===== config.mk =====
export PLATFORM = sky130hd
export DESIGN_NAME = spi_fsm
export DESIGN_NICKNAME = d
export VERILOG_FILES = /design/src/rtl/spi_pkg.sv /design/src/rtl/spi_bitcounter.sv /design/src/rtl/spi_fsm.sv
export SDC_FILE = /design/constraint.sdc
export NUM_CORES = 1
export LEC_CHECK = 0
export ABC_AREA = 1
export CELL_PAD_IN_SITES_DETAIL_PLACEMENT = 0
export CELL_PAD_IN_SITES_GLOBAL_PLACEMENT = 1
export CORE_MARGIN = 5
export CORE_UTILIZATION = 38
export CTS_CLUSTER_DIAMETER = 60
export DETAILED_ROUTE_END_ITERATION = 16
export PLACE_DENSITY = 0.79
export SLEW_MARGIN = 25
export SYNTH_ARGS = -nofsm -noshare
export SYNTH_HDL_FRONTEND = slang
export SYNTH_SLANG_ARGS = --single-unit

===== constraint.sdc =====
create_clock -name clk -period 3.8 [get_ports clk]
set_input_delay 0.38 -clock clk [delete_from_list [all_inputs] [get_ports clk]]
set_output_delay 0.38 -clock clk [all_outputs]
set_load 0.05 [all_outputs]

===== src/rtl/spi_pkg.sv =====
// Shared definitions for the SPI memory slave transaction controller:
// state encodings, default phase length and R/W flag polarity.
package spi_pkg;

    localparam int XFER_BITS_DEFAULT = 8;

    // Value of shift-register bit 0 that requests a read.
    localparam logic FLAG_READ = 1'b1;

    typedef logic [3:0] state_t;

    localparam state_t IDLE         = 4'd0;
    localparam state_t GET_ADDR     = 4'd1;
    localparam state_t LATCH_ADDR   = 4'd2;
    localparam state_t READ_WAIT    = 4'd3;
    localparam state_t READ_LOAD    = 4'd4;
    localparam state_t READ_SHIFT   = 4'd5;
    localparam state_t WRITE_SHIFT  = 4'd6;
    localparam state_t WRITE_COMMIT = 4'd7;
    localparam state_t DONE         = 4'd8;

endpackage


===== src/rtl/spi_bitcounter.sv =====
// Bit counter for SPI phases: synchronous clear, gated increment that
// saturates at XFER_BITS, and a done flag while the count sits at XFER_BITS.
module spi_bitcounter #(
    parameter int XFER_BITS = 8,
    parameter int CNT_W     = 4
) (
    input  logic             clk,
    input  logic             reset,
    input  logic             clear,
    input  logic             inc,
    output logic [CNT_W-1:0] count,
    output logic             done
);

    localparam logic [CNT_W-1:0] LIMIT = CNT_W'(XFER_BITS);

    always_ff @(posedge clk) begin
        if (reset || clear) begin
            count <= '0;
        end else if (inc && (count != LIMIT)) begin
            count <= count + CNT_W'(1);
        end
    end

    assign done = (count == LIMIT);

endmodule


===== src/rtl/spi_fsm.sv =====
// SPI memory slave transaction controller (address phase, then read or write
// data phase). Define SPI_FSM_XFER_COUNT_EN to add the completed-transaction counter.
module spi_fsm
    import spi_pkg::*;
#(
    parameter int XFER_BITS = XFER_BITS_DEFAULT,
    parameter int CNT_W     = 4
) (
    input  logic       clk,
    input  logic       reset,
    input  logic       sclk_posedge,
    input  logic       sclk_negedge,
    input  logic       cs,
    input  logic       rw_flag,
    output logic       addr_we,
    output logic       sr_we,
    output logic       dm_we,
    output logic       miso_buff
`ifdef SPI_FSM_XFER_COUNT_EN
    ,
    output logic [7:0] xfer_count
`endif
);

    localparam logic [CNT_W-1:0] LAST = CNT_W'(XFER_BITS - 1);

    state_t           state;
    state_t           state_next;
    logic             cnt_clear;
    logic             cnt_inc;
    logic             cnt_done;
    logic             cnt_last;
    logic [CNT_W-1:0] bit_cnt;

    spi_bitcounter #(
        .XFER_BITS (XFER_BITS),
        .CNT_W     (CNT_W)
    ) u_bitcounter (
        .clk   (clk),
        .reset (reset),
        .clear (cnt_clear),
        .inc   (cnt_inc),
        .count (bit_cnt),
        .done  (cnt_done)
    );

    assign cnt_inc = sclk_posedge &&
                     ((state == GET_ADDR) || (state == READ_SHIFT) || (state == WRITE_SHIFT));

    // Leave a shift phase on the same edge that registers its final bit.
    assign cnt_last = cnt_inc && (bit_cnt == LAST);

    always_comb begin
        state_next = state;
        cnt_clear  = 1'b0;
        if ((state != IDLE) && cs) begin
            state_next = IDLE;
        end else begin
            case (state)
                IDLE: begin
                    if (!cs) begin
                        state_next = GET_ADDR;
                        cnt_clear  = 1'b1;
                    end
                end
                GET_ADDR: begin
                    if (cnt_last) state_next = LATCH_ADDR;
                end
                LATCH_ADDR: begin
                    if (rw_flag == FLAG_READ) begin
                        state_next = READ_WAIT;
                    end else begin
                        state_next = WRITE_SHIFT;
                        cnt_clear  = 1'b1;
                    end
                end
                READ_WAIT: state_next = READ_LOAD;
                READ_LOAD: begin
                    state_next = READ_SHIFT;
                    cnt_clear  = 1'b1;
                end
                // Keep MISO driven through the hold edge of the last bit.
                READ_SHIFT: begin
                    if (cnt_done && sclk_negedge) state_next = DONE;
                end
                WRITE_SHIFT: begin
                    if (cnt_last) state_next = WRITE_COMMIT;
                end
                WRITE_COMMIT: state_next = DONE;
                DONE:         state_next = DONE;
                default:      state_next = IDLE;
            endcase
        end
    end

    always_ff @(posedge clk) begin
        if (reset) begin
            state <= IDLE;
        end else begin
            state <= state_next;
        end
    end

    assign addr_we   = (state == LATCH_ADDR);
    assign sr_we     = (state == READ_LOAD);
    assign dm_we     = (state == WRITE_COMMIT);
    assign miso_buff = (state == READ_SHIFT);

`ifdef SPI_FSM_XFER_COUNT_EN
    // Only normal entry into DONE counts; aborts go straight to IDLE.
    always_ff @(posedge clk) begin
        if (reset) begin
            xfer_count <= '0;
        end else if ((state_next == DONE) && (state != DONE)) begin
            xfer_count <= xfer_count + 8'd1;
        end
    end
`endif

endmodule


==> Word-level counts from Yosys, hierarchy flattened <==
Cells that the tools add are included.
{ "totals": {"wordCells": 41, "mem_bits_rw": 0, "output_inout_bits": 4, "input_bits": 6, "rom_bits": 0, "register_bits": 8, "latchBits": 0, "n_memories": 0} }
{ "op_classes": {"magnitude_cmp": 0, "shift": 0, "bitwise": 0, "multipliers": 0, "reduce_logical": 13, "n_mux": 10, "n_eq_ne": 15, "n_addsub": 1, "div": 0} }
{ "ops": {"columns": ["cell", "n"], "rows": [
  ["$pmux 4 s8", 1],
  ["$eq 4x3->1 const B", 5],
  ["$mux 4", 4],
  ["$eq 4x2->1 const B", 2],
  ["$eq 4x4->1 const B", 2],
  ["$ne 2x2->1 const B", 3],
  ["$logic_and 1x1->1", 5],
  ["$add 4x1->4 const B", 1],
  ["$eq 4x1->1 const B", 1],
  ["$logic_not 4->1", 1],
  ["$ne 4x4->1 const B", 1],
  ["$reduce_and 4->1", 1],
  ["$reduce_bool 4->1", 1],
  ["$reduce_or 2->1", 2],
  ["$logic_or 1x1->1", 3],
  ["$mux 1", 3],
  ["$mux 3", 1],
  ["$pmux 1 s3", 1],
  ["$ne 2x1->1 const B", 1]
]} }

==> Logic depth before layout (Yosys ltp) <==
{ "depth": {"depth_word": 7, "mapped_depth": 9, "ltp_nobuf": 9} }

==> Hierarchy <==
Synthesis repeated with hierarchy kept, for this count alone.
{ "unflattened": {"hier_cells": 97, "area_unflattened_um2": 581.8} }
{ "by_module_without_submodules": {"columns": ["module", "n_inst", "area_per_inst_um2", "cells_per_inst", "seq_area_each_um2"], "rows": [
  ["spi_fsm", 1, 357.8, 64, 80.1],
  ["spi_bitcounter", 1, 224.0, 33, 80.1]
]} }

==> Worst setup path before layout <==
OpenSTA, ideal clock, no wires.
{ "synth_timing": {"kind": "flip-flop to output port", "start": "reg state[0]", "end": "out dm_we", "n_path_buf": 0, "stages_incl_launch_ff": 3, "arrival_ns": 1.581, "required_time_ns": 3.420, "setup_slack_ns": 1.839, "cell_sequence": "dfxtp_1 inv_2 nor3_1"} }
{ "synth_via": {"elab_chain_cells": 1} }
{ "synth_lines": {"columns": ["item", "line", "source"], "rows": [
  ["start: declaration", "spi_fsm.sv:27", "state_t state;"],
  ["start signal: assignment", "spi_fsm.sv:100", "state <= state_next;"],
  ["$eq 4x3->1", "spi_fsm.sv:106", "assign dm_we = (state == WRITE_COMMIT);"],
  ["end: declaration", "spi_fsm.sv:17", "output logic dm_we,"]
]} }
Every way passes these cells.

==> Final worst setup path <==
Same ends and word-level chain as after synthesis.

==> run_results.csv <==
group,metric,value,unit
status,outcome,"finished, final reports clean",
run,maxCapViolCount,0,
cts,cts-root-buf,"clkbuf_4",
cts,clk_latency,250,ps
logic_synthesis,synth-seq-cells,8,
die,row_count,14,
cts,cts_buffers,3,
logic_synthesis,synth_area_leader_cell,"dfxtp_1",
detailed_routing,drt_iter0_markers,21,
detailed_routing,vias,589,
power,internal_power,0.270,mW
setup_path,r2r_setup_slack,2340,ps
cts,post_cts_buffers,0,
cells_and_area,final_common_cell,"nand2_1",
detailed_routing,first_pass_iters,4,
place,place_congestion,0.803,
die,fp.dieH,50.7,um
grt,grt.total_usage,11.6,%
grt,grt_antenna_before_repair,0,
timing,post-route-min-period,2210,ps
setup_path,critPathRequiredTime,3420,ps
setup_path,start_kind,"flip-flop",
min_path,whs_path_depth,2,
timing,period_share,58.1,%
setup_path,rr_worst_depth,9,
detailed_routing,routedWlPerCell,10.7,um
cts,ctsHoldBuffers,0,
cts,clock-sinks,8,
cells_and_area,drive_gt1_share,22.0,%
power,netSwitchingFraction,52.6,%
timing,max_freq,453,MHz
power,powerDensity,746,nW/um^2
timing,slew_headroom,66.9,%
detailed_routing,via_per_inst,4.71,
place,dp_slack,1850,ps
die,io_pins,10,
logic_synthesis,synth_top_family_by_area,"simple AND/OR/NAND/NOR gates",
logic_synthesis,synth_fa_ha_area_share,3.97,%
power,power.switching,0.299,mW
detailed_routing,drc_errors,0,
logic_synthesis,synth_mux_area_share,0,%
min_path,hold_class,"flip-flop to flip-flop",
place,place_hpwl,1080,um
setup_path,rr_startpoint,"u_bitcounter.count[0]",
power,p_comb_share,65.8,%
cells_and_area,fill_cells,173,
cells_and_area,instances_no_fill,125,
cells_and_area,area_delta_synth_final,21.0,%
die,die_area,2570,sq um
logic_synthesis,synth_compound_area_share,12.3,%
timing,grt_setup_unrepaired,"false",
cells_and_area,mostFrequentLayoutCells,"nand2_1, nand3_1, inv_1",
logic_synthesis,synthCells,97,
place,portBuffers,9,
setup_path,crit_fanout,6,
grt,grt_pass1_vias,526,
logic_synthesis,synth_xor_area_share,2.78,%
timing,setup_tns,0,ps
cts,ctsResizeCount,0,
detailed_routing,drtAntennaViolNets,0,
cts,tritoncts,"built",
timing,fin_skew,1.59,ps
logic_synthesis,yosys_warnings,0,
timing,hold_violations,0,
cts,htreeDepth,1,
setup_path,cp-end-kind,"output port",
setup_path,max_stage_delay,830,ps
setup_path,r2r-end,"state[0]",
cells_and_area,antenna_cells,0,
setup_path,crit_arrival,1830,ps
logic_synthesis,netlist_area,631,sq um
power,seqPwrFrac,22.7,%
setup_path,path_cells,"inv_2, nor3_1, clkdlybuf4s50_1",
cells_and_area,fin_nets,119,
power,clockPowerShare,11.5,%
power,leakagePower,0.343,nW
min_path,whs_endpoint,"u_bitcounter.count[3]",
die,die_w,50.7,um
power,vdd_ir_drop_max,0.000354,V
min_path,min-delay-start,"u_bitcounter.count[3]",
logic_synthesis,synth.distinct_cells,21,
cts,cts.clk_slew.worst_paths,50,ps
logic_synthesis,synth.avg_cell_area,6.50,sq um
timing,worst_slack,1590,ps
logic_synthesis,yosys.area_share.simple,45.4,%
grt,grt_pass1_wl,2270,um
timing,setup_viol,0,
logic_synthesis,synth_nets,105,
cells_and_area,fin_util,49.5,%
grt,grt_start_max_net_pins,8,
setup_path,path_class,"flip-flop to output port",
die,core,1540,sq um
place,dp.cells,122,
timing,worst_pin_slew,495,ps
logic_synthesis,ys_seq_area_share,25.4,%
logic_synthesis,netlist.area_leader.share,25.4,%
die,initial_core_util,40.9,%
grt,gr-total-overflow,0,
logic_synthesis,netlist_top_cells_area,"dfxtp_1, nand2_1, nand3_1, inv_1, a21oi_1",
cts,clockBufferDepth,2,
timing,maxSlewViolCount,0,
setup_path,crit_slowest_cell,"clkdlybuf4s50_1",
detailed_routing,routed_wl,1330,um
## stage by stage
stage	hold WS, ps	cell area (sq um)	power (mW)
detailed placement	472	741	0.505
floorplan	453	631	0.431
CTS	480	763	0.574
global route	516	763	0.623
global placement	465	741	0.512
finish	480	763	0.569
## registers in the layout (all words and copies together), names as in the netlist
name,cells
state,4
u_bitcounter.count,4
## cell families (layout without fill, tap and decap cells)
| kind of cell | after synthesis | after routing |
|---|---|---|
| xor gates and xnor gates | 2 | 2 |
| DFF | 8 | 8 |
| adders and majority gates | 2 | 2 |
| buffers and inverters | 17 | 29 |
| AOI/OAI and AO/OA | 12 | 12 |
| and+or+nand+nor | 56 | 56 |
## worst max path at each step
| stage | startpoint | slack, ps | end |
|---|---|---|---|
| 2_1_floorplan | state[0] | 1840 | dm_we |
| 5_1_grt | state[0] | 1460 | dm_we |
| 4_1_cts | state[0] | 1570 | dm_we |
| 6_report | state[0] | 1590 | dm_we |
| 3_3_place_gp | state[1] | 1840 | addr_we |
| 3_5_place_dp | state[0] | 1850 | dm_we |
## critical path: cells and delay by family (launching register included)
kind | cells | cell delay (ps)
buffers and inverters | 2 | 930
flip-flops | 1 | 450
AND/OR/NAND/NOR | 1 | 200
## power groups by stage
stage	Clock (mW)	Combinational (mW)	Sequential (mW)
finish	0.0652	0.375	0.129
floorplan	0	0.306	0.125
CTS	0.0696	0.376	0.129
global placement	0	0.382	0.130
detailed placement	0	0.374	0.130
global route	0.0754	0.414	0.134
## layer usage
layer | wire length, um | vias to the layer above | GRT usage, %
li1 | - | 332 | -
met1 | 702 | 235 | 16.3
met2 | 512 | 18 | 15.5
met3 | 76 | 4 | 1.78
met4 | 42 | 0 | 8.94
met5 | 0 | - | 0
## Yosys cell counts (all sizes together)
cell	instances
inv	17
a21boi	1
and3	1
nand2	24
xor2	2
dfxtp	8
or2	1
nor3	2
ha	2
a21oi	7
o21ai	4
nor2	15
nand3	13
## area by class of cell
type                            instances  area, sq um  area share (%)
Tap cell                               16         20.0            2.62
Timing Repair Buffer                    9         90.1            11.8
Sequential cell                         8          160            21.0
Multi-Input combinational cell         72          407            53.3
Clock buffer                            3         22.5            2.95
Inverter                               17         63.8            8.36
Note: power is estimated with default switching activity, not from simulation.
